### src/rtl/cache_pkg.sv
// Shared types and default parameters for the cache block fill/writeback controller.
package cache_pkg;

    typedef enum logic [1:0] {
        IDLE = 2'd0,
        WB   = 2'd1,
        FILL = 2'd2
    } state_t;

    localparam int DEF_ADDR_W      = 16;
    localparam int DEF_WORD_BYTES  = 2;
    localparam int DEF_BLOCK_WORDS = 8;
    localparam int DEF_CWF         = 0;

endpackage

### src/rtl/block_addr_gen.sv
// Block address generator: aligns an address to its block, applies an optional
// starting word offset and walks the block with a wrapping word counter.
module block_addr_gen
    import cache_pkg::*;
#(
    parameter int ADDR_W      = DEF_ADDR_W,
    parameter int WORD_BYTES  = DEF_WORD_BYTES,
    parameter int BLOCK_WORDS = DEF_BLOCK_WORDS
) (
    input  logic                           clk,
    input  logic                           rst_n,
    input  logic [ADDR_W-1:0]              line_address,
    input  logic                           offset_en,
    input  logic                           clear,
    input  logic                           advance,
    output logic [$clog2(BLOCK_WORDS)-1:0] start_idx,
    output logic [$clog2(BLOCK_WORDS)-1:0] word_idx,
    output logic [$clog2(BLOCK_WORDS):0]   word_cnt,
    output logic [ADDR_W-1:0]              word_address
);

    localparam int IDX_W = $clog2(BLOCK_WORDS);
    localparam int CNT_W = IDX_W + 1;
    localparam int OFF_W = $clog2(WORD_BYTES);
    localparam int BLK_W = $clog2(WORD_BYTES * BLOCK_WORDS);
    localparam logic [ADDR_W-1:0] BASE_MASK = ~ADDR_W'((1 << BLK_W) - 1);

    logic [CNT_W-1:0] word_cnt_reg;

    always_ff @(posedge clk) begin
        if (!rst_n || clear) begin
            word_cnt_reg <= '0;
        end else if (advance) begin
            word_cnt_reg <= word_cnt_reg + CNT_W'(1);
        end
    end

    // Index arithmetic is IDX_W wide, so the wrap around the block end is free.
    assign start_idx    = offset_en ? line_address[OFF_W +: IDX_W] : '0;
    assign word_idx     = start_idx + word_cnt_reg[IDX_W-1:0];
    assign word_cnt     = word_cnt_reg;
    assign word_address = (line_address & BASE_MASK) | (ADDR_W'(word_idx) << OFF_W);

endmodule

### src/rtl/cache_fill_ctrl.sv
// Cache miss controller: optional dirty-victim writeback followed by a block fill,
// with optional critical-word-first ordering.
module cache_fill_ctrl
    import cache_pkg::*;
#(
    parameter int ADDR_W      = DEF_ADDR_W,
    parameter int WORD_BYTES  = DEF_WORD_BYTES,
    parameter int BLOCK_WORDS = DEF_BLOCK_WORDS,
    parameter int CWF         = DEF_CWF
) (
    input  logic                           clk,
    input  logic                           rst_n,
    input  logic                           miss_detected,
    input  logic [ADDR_W-1:0]              miss_address,
    input  logic                           victim_dirty,
    input  logic [ADDR_W-1:0]              victim_address,
    output logic                           fsm_busy,
    output logic                           mem_req,
    output logic                           mem_we,
    output logic [ADDR_W-1:0]              memory_address,
    input  logic                           mem_ready,
    input  logic                           memory_data_valid,
    output logic [$clog2(BLOCK_WORDS)-1:0] wb_word_idx,
    output logic [$clog2(BLOCK_WORDS)-1:0] data_word_idx,
    output logic                           write_data_array,
    output logic                           write_tag_array,
    output logic                           fill_done
);

    localparam int IDX_W = $clog2(BLOCK_WORDS);
    localparam int CNT_W = IDX_W + 1;
    localparam logic [CNT_W-1:0] LAST_CNT = CNT_W'(BLOCK_WORDS - 1);
    localparam logic [CNT_W-1:0] FULL_CNT = CNT_W'(BLOCK_WORDS);

    state_t             state_reg, state_next;
    logic [ADDR_W-1:0]  miss_addr_reg, victim_addr_reg;
    logic               victim_dirty_reg;
    logic [CNT_W-1:0]   rsp_cnt_reg;

    logic [ADDR_W-1:0]  gen_line_addr, gen_word_addr;
    logic [IDX_W-1:0]   gen_start_idx, gen_word_idx;
    logic [CNT_W-1:0]   gen_word_cnt;
    logic               gen_offset_en, gen_clear, gen_advance;

    always_ff @(posedge clk) begin
        if (!rst_n) begin
            state_reg <= IDLE;
        end else begin
            state_reg <= state_next;
        end
    end

    always_ff @(posedge clk) begin
        if (!rst_n) begin
            miss_addr_reg    <= '0;
            victim_addr_reg  <= '0;
            victim_dirty_reg <= 1'b0;
        end else if (state_reg == IDLE && miss_detected) begin
            miss_addr_reg    <= miss_address;
            victim_addr_reg  <= victim_address;
            victim_dirty_reg <= victim_dirty;
        end
    end

    // Responses are counted on their own so a valid can coincide with an acceptance.
    always_ff @(posedge clk) begin
        if (!rst_n || state_reg != FILL) begin
            rsp_cnt_reg <= '0;
        end else if (memory_data_valid) begin
            rsp_cnt_reg <= (rsp_cnt_reg == LAST_CNT) ? '0 : rsp_cnt_reg + CNT_W'(1);
        end
    end

    always_comb begin
        state_next       = state_reg;
        mem_req          = 1'b0;
        mem_we           = 1'b0;
        memory_address   = '0;
        wb_word_idx      = '0;
        data_word_idx    = '0;
        write_data_array = 1'b0;
        write_tag_array  = 1'b0;
        fill_done        = 1'b0;
        case (state_reg)
            IDLE: begin
                if (miss_detected) begin
                    state_next = victim_dirty ? WB : FILL;
                end
            end
            WB: begin
                mem_req        = 1'b1;
                mem_we         = victim_dirty_reg;
                memory_address = gen_word_addr;
                wb_word_idx    = gen_word_idx;
                if (mem_ready && gen_word_cnt == LAST_CNT) begin
                    state_next = FILL;
                end
            end
            FILL: begin
                mem_req          = (gen_word_cnt < FULL_CNT);
                memory_address   = gen_word_addr;
                data_word_idx    = gen_start_idx + rsp_cnt_reg[IDX_W-1:0];
                write_data_array = memory_data_valid;
                if (memory_data_valid && rsp_cnt_reg == LAST_CNT) begin
                    write_tag_array = 1'b1;
                    fill_done       = 1'b1;
                    state_next      = IDLE;
                end
            end
            default: state_next = IDLE;
        endcase
    end

    assign fsm_busy = (state_reg != IDLE);

    // One generator serves both phases; it restarts from word zero on every state change.
    assign gen_line_addr = (state_reg == WB) ? victim_addr_reg : miss_addr_reg;
    assign gen_offset_en = (CWF != 0) && (state_reg == FILL);
    assign gen_clear     = (state_next != state_reg);
    assign gen_advance   = mem_req && mem_ready;

    block_addr_gen #(
        .ADDR_W      (ADDR_W),
        .WORD_BYTES  (WORD_BYTES),
        .BLOCK_WORDS (BLOCK_WORDS)
    ) u_addr_gen (
        .clk          (clk),
        .rst_n        (rst_n),
        .line_address (gen_line_addr),
        .offset_en    (gen_offset_en),
        .clear        (gen_clear),
        .advance      (gen_advance),
        .start_idx    (gen_start_idx),
        .word_idx     (gen_word_idx),
        .word_cnt     (gen_word_cnt),
        .word_address (gen_word_addr)
    );

endmodule
### config.mk
export PLATFORM = sky130hd
export DESIGN_NAME = cache_fill_ctrl
export DESIGN_NICKNAME = d
export VERILOG_FILES = /design/src/rtl/cache_pkg.sv /design/src/rtl/block_addr_gen.sv /design/src/rtl/cache_fill_ctrl.sv
export SDC_FILE = /design/constraint.sdc
export NUM_CORES = 1
export LEC_CHECK = 0
export CORE_MARGIN = 1.5
export CORE_UTILIZATION = 67
export DETAILED_ROUTE_END_ITERATION = 8
export DONT_BUFFER_PORTS = 1
export HOLD_SLACK_MARGIN = 0.15
export PLACE_DENSITY = 0.83
export SLEW_MARGIN = 0
export SYNTH_ARGS = -nofsm -noshare
export SYNTH_HDL_FRONTEND = slang
export SYNTH_SLANG_ARGS = --single-unit
export TNS_END_PERCENT = 1
### constraint.sdc
create_clock -name clk -period 3 [get_ports clk]
set_input_delay 0.3 -clock clk [delete_from_list [all_inputs] [get_ports clk]]
set_output_delay 0.3 -clock clk [all_outputs]
set_load 0.02 [all_outputs]
==> metrics.md <==
| Metric | Value |
|---|---|
| Outcome | finished clean |
| CP most frequent cell | nand2_1 |
| DRC | 0 |
| Pint | between 600 and 700 uW |
| Clock Sinks | 35 |
| Final Util | 81.8% |
| Adder-cell share of the synthesized area | 4.00% |
| Num ports | 66 |
| EDFF count, synth | 0 |
| Yosys warning total | 0 |
| Met3 WL | 295 microns |
| Largest family of logic cells by synthesized area | simple AND/OR/NAND/NOR gates |
| First-pass GRT wire length | 7290 microns |
| Number of port buffers | 0 |
| GR Util All Layers | 30.2% |
| H-tree levels | 2 |
| Post-route design area | 2220 sq um |
| Synthesized-area fraction occupied by and/or/nand/nor cells | 25.1% |
| Yosys top cell by area | dfxtp_1 |
| CTS buffer count | 5 |
| Top cell type's share of synthesized area | 37.3% |
| Period utilization | between 80% and 90% |
| Flop pwr share | 54.4% |
| Multi-input logic area | between 1000 and 1500 sq um |
| F_max | 396 MHz |
| Synth Area in Compound Gates | a little under a fifth |
| Synth-to-Final Area Change | 18.1% |
| WL met2 | roughly 2400 microns |
| Synth top area cells | dfxtp_1, nand2_1, a21boi_0 |
| Pwr Density | about 420 nW/um^2 |
| Worst-path cell chain | inv_1 -> ha_1 -> nand2_1 -> nand2_1 -> a21boi_0 -> dlygate4sd3_1 |
| Highest metal used | met4 |
| Setup crit start kind | flip-flop |
| Vias in the first global route | 1607 |
| Post-DRT Antenna Nets | 0 |
| Height of the die | 55.9 microns |
| Detailed placement HPWL | 2630 microns |
| Rel. slew slack | 42.1% |
| Buf/Inv on CP | 2 |
| Initial DRT Pass Iterations | 4 |
| Maximum vdd ir drop | 484 uV |
| CP max stage delay | 0.66 ns |
| Post-synth top flop | dfxtp_1 |
| Final Skew | approximately 0.0074 ns |
| Worst Max-Slew Pin Slew | 0.867 ns |
| Logic gate share of total power | 20.1% |
| Global placement routability congestion | ~0.74 |
| Reg area | roughly 700 sq um |
| WL per Instance | 16.2 microns |
| Worst-path fanout max | 26 |
| Placed cell area | 1860 sq um |
| # Max-Cap Violations | 0 |
| Total negative slack | 0 ns |
| CTS tree | done |
| Via count | 1629 |
| Number of fill cells in the layout | 169 |
| Congestion Overflow GR | 0 |
| RSZ-0062 raised after global routing | no |
| Clock root buffer | clkbuf_4 |
| Clk network pwr share | about a quarter |
| Syn Nets | 267 |
| HP Class | in2reg |
| Placeable core region | between 2000 and 3000 sq um |
| Clk buf depth | 2 |
| Setup Crit Path Kind | reg2reg |
| Antenna Cells | 0 |
| CP arrival | between 2 and 3 ns |
| Tmin final | 2.53 ns |
| DR vias/cell | 5.82 |
| Asr flop ratio synth | 0% |
| Xor and xnor area share after synthesis | 2.33% |
| Starting Density | between 60 and 70% |
| Post-CTS Repair Setup Buffers | 0 |
| CP delay by family, top | simple AND/OR/NAND/NOR gates |
| Iter 0 DRT Violations | 43 |
| Slowest cell on crit path | nand2_1 |
| Pin count of the biggest net entering global routing | 27 |
| Slew Viols, Final | 0 |
| Layout Nets | 292 |
| Synth cell types | 37 |
| Die Wd | 55.9 microns |
| Mux share of post-synthesis cell area | 8.00% |
| Metal-1 WL | 1730 microns |
| P_leak | 0.000836 uW |
| Worst setup EP type | flip-flop |
| Initial antenna violation count | 0 |
| Reg clk slew, reported paths | 0.10 ns |
| Die area | 3130 sq um |
| Site row count | 19 |
| Setup violators final | 0 |
| Psw | ~270 uW |
| Worst Path Required | about 3.3 ns |
| Synthesized area per cell | roughly 8.4 sq um |
| Total Wirelength | 4540 microns |
| Post-Synthesis Cells | 223 |
| Layout cell share with drive strength beyond 1 | under 10% |
| Sequential share of the synthesized area | a little under two fifths |
| Net Sw Frac | 28.8% |
| Final Hold Viols | 0 |
| Worst-Skew Late Latency | 0.33 ns |
| Seq cells post-synth | 35 |
| Syn Std Cell Area | 1880 sq um |
Yosys cell counts, types with 5 or more instances:
library cell  count
and2_1           12
nand2_1          54
inv_1             5
clkbuf_1          5
mux2i_1          15
nor2_1            6
nor2b_1          14
buf_2             8
dfxtp_1          35
ha_1              6
a21boi_0         25
layout make-up:
cell class	count	share of cell area, %
clock buffers	7	2.03
flip-flops and latches	35	31.6
well taps	31	1.75
multi-input cells	168	48.9
inverters	5	0.846
repair buffers	33	14.7
clock inverters	1	0.226
worst reg2reg max path: cells and delay by family, from the launching register on:
family          cells  cell delay (ns)
fa+ha+maj           1             0.28
simple gates        2             0.84
buf+inv             2             0.68
flops               1             0.46
compound gates      1             0.23
repair_timing:
action / CTS / global route
hold buffers: 31 / 0
endpoints found under the hold margin: 33 / 0
resized for setup: 0 / 0
cells in the final DEF, fill, tap and decap left out, drive strengths merged, types with 2 or more instances in the layout:
| cell type | netlist | layout |
|---|---|---|
| nand2 | 54 | 54 |
| dfxtp | 35 | 35 |
| dlygate4sd3 | 0 | 31 |
| a21boi | 25 | 25 |
| mux2i | 15 | 15 |
| nor2b | 15 | 15 |
| and2 | 12 | 12 |
| clkbuf | 5 | 7 |
| nor2 | 6 | 6 |
| ha | 6 | 6 |
| inv | 5 | 5 |
| xor2 | 4 | 4 |
| o21ai | 4 | 4 |
| nor3 | 3 | 3 |
| o211ai | 3 | 3 |
| nand3 | 2 | 2 |
| a21oi | 2 | 2 |
| buf | 10 | 2 |
| a32oi | 2 | 2 |
worst paths after layout:
kind / from / to / slack, ns / depth (start not counted)
worst max-delay path: state_reg[0] / miss_addr_reg[5] / 0.47 / 6
worst max register to register: state_reg[0] / miss_addr_reg[5] / 0.47 / 6
worst min-delay path: victim_dirty / state_reg[1] / 0.17 / 2
worst min register to register: miss_addr_reg[11] / miss_addr_reg[11] / 0.48 / 2
kinds of logic after synthesis:
group	Yosys count
flops	35
simple gates	98
compound gates	43
buf+inv	20
fa+ha+maj	6
mux	15
other cells	1
xor+xnor	5
power by group through the flow:
stage               Sequential [uW]  Clock [uW]  Combinational [uW]
floorplan                       512           0                 127
global placement                514           0                 135
detailed placement              516           0                 142
CTS                             505         242                 180
global route                    510         260                 204
finish                          507         239                 187
through the flow:
step / power, uW / hold slack (ns) / std cells / setup slack [ns]
4_1_cts: 928 / 0.164 / 280 / 0.621
6_report: 932 / 0.166 / 280 / 0.475
3_5_place_dp: 659 / 0.453 / 241 / 0.905
3_3_place_gp: 649 / 0.447 / 241 / 1.01
5_1_grt: 974 / 0.165 / 280 / 0.248
2_1_floorplan: 638 / 0.439 / 223 / 1.26
metal layers:
layer / global-route usage, % / vias up
met2: 56.8 / 62
met3: 7.91 / 10
met5: 0 / -
met4: 10.5 / 0
li1: - / 798
met1: 32.2 / 759
Power figures use the tool's default switching activity.
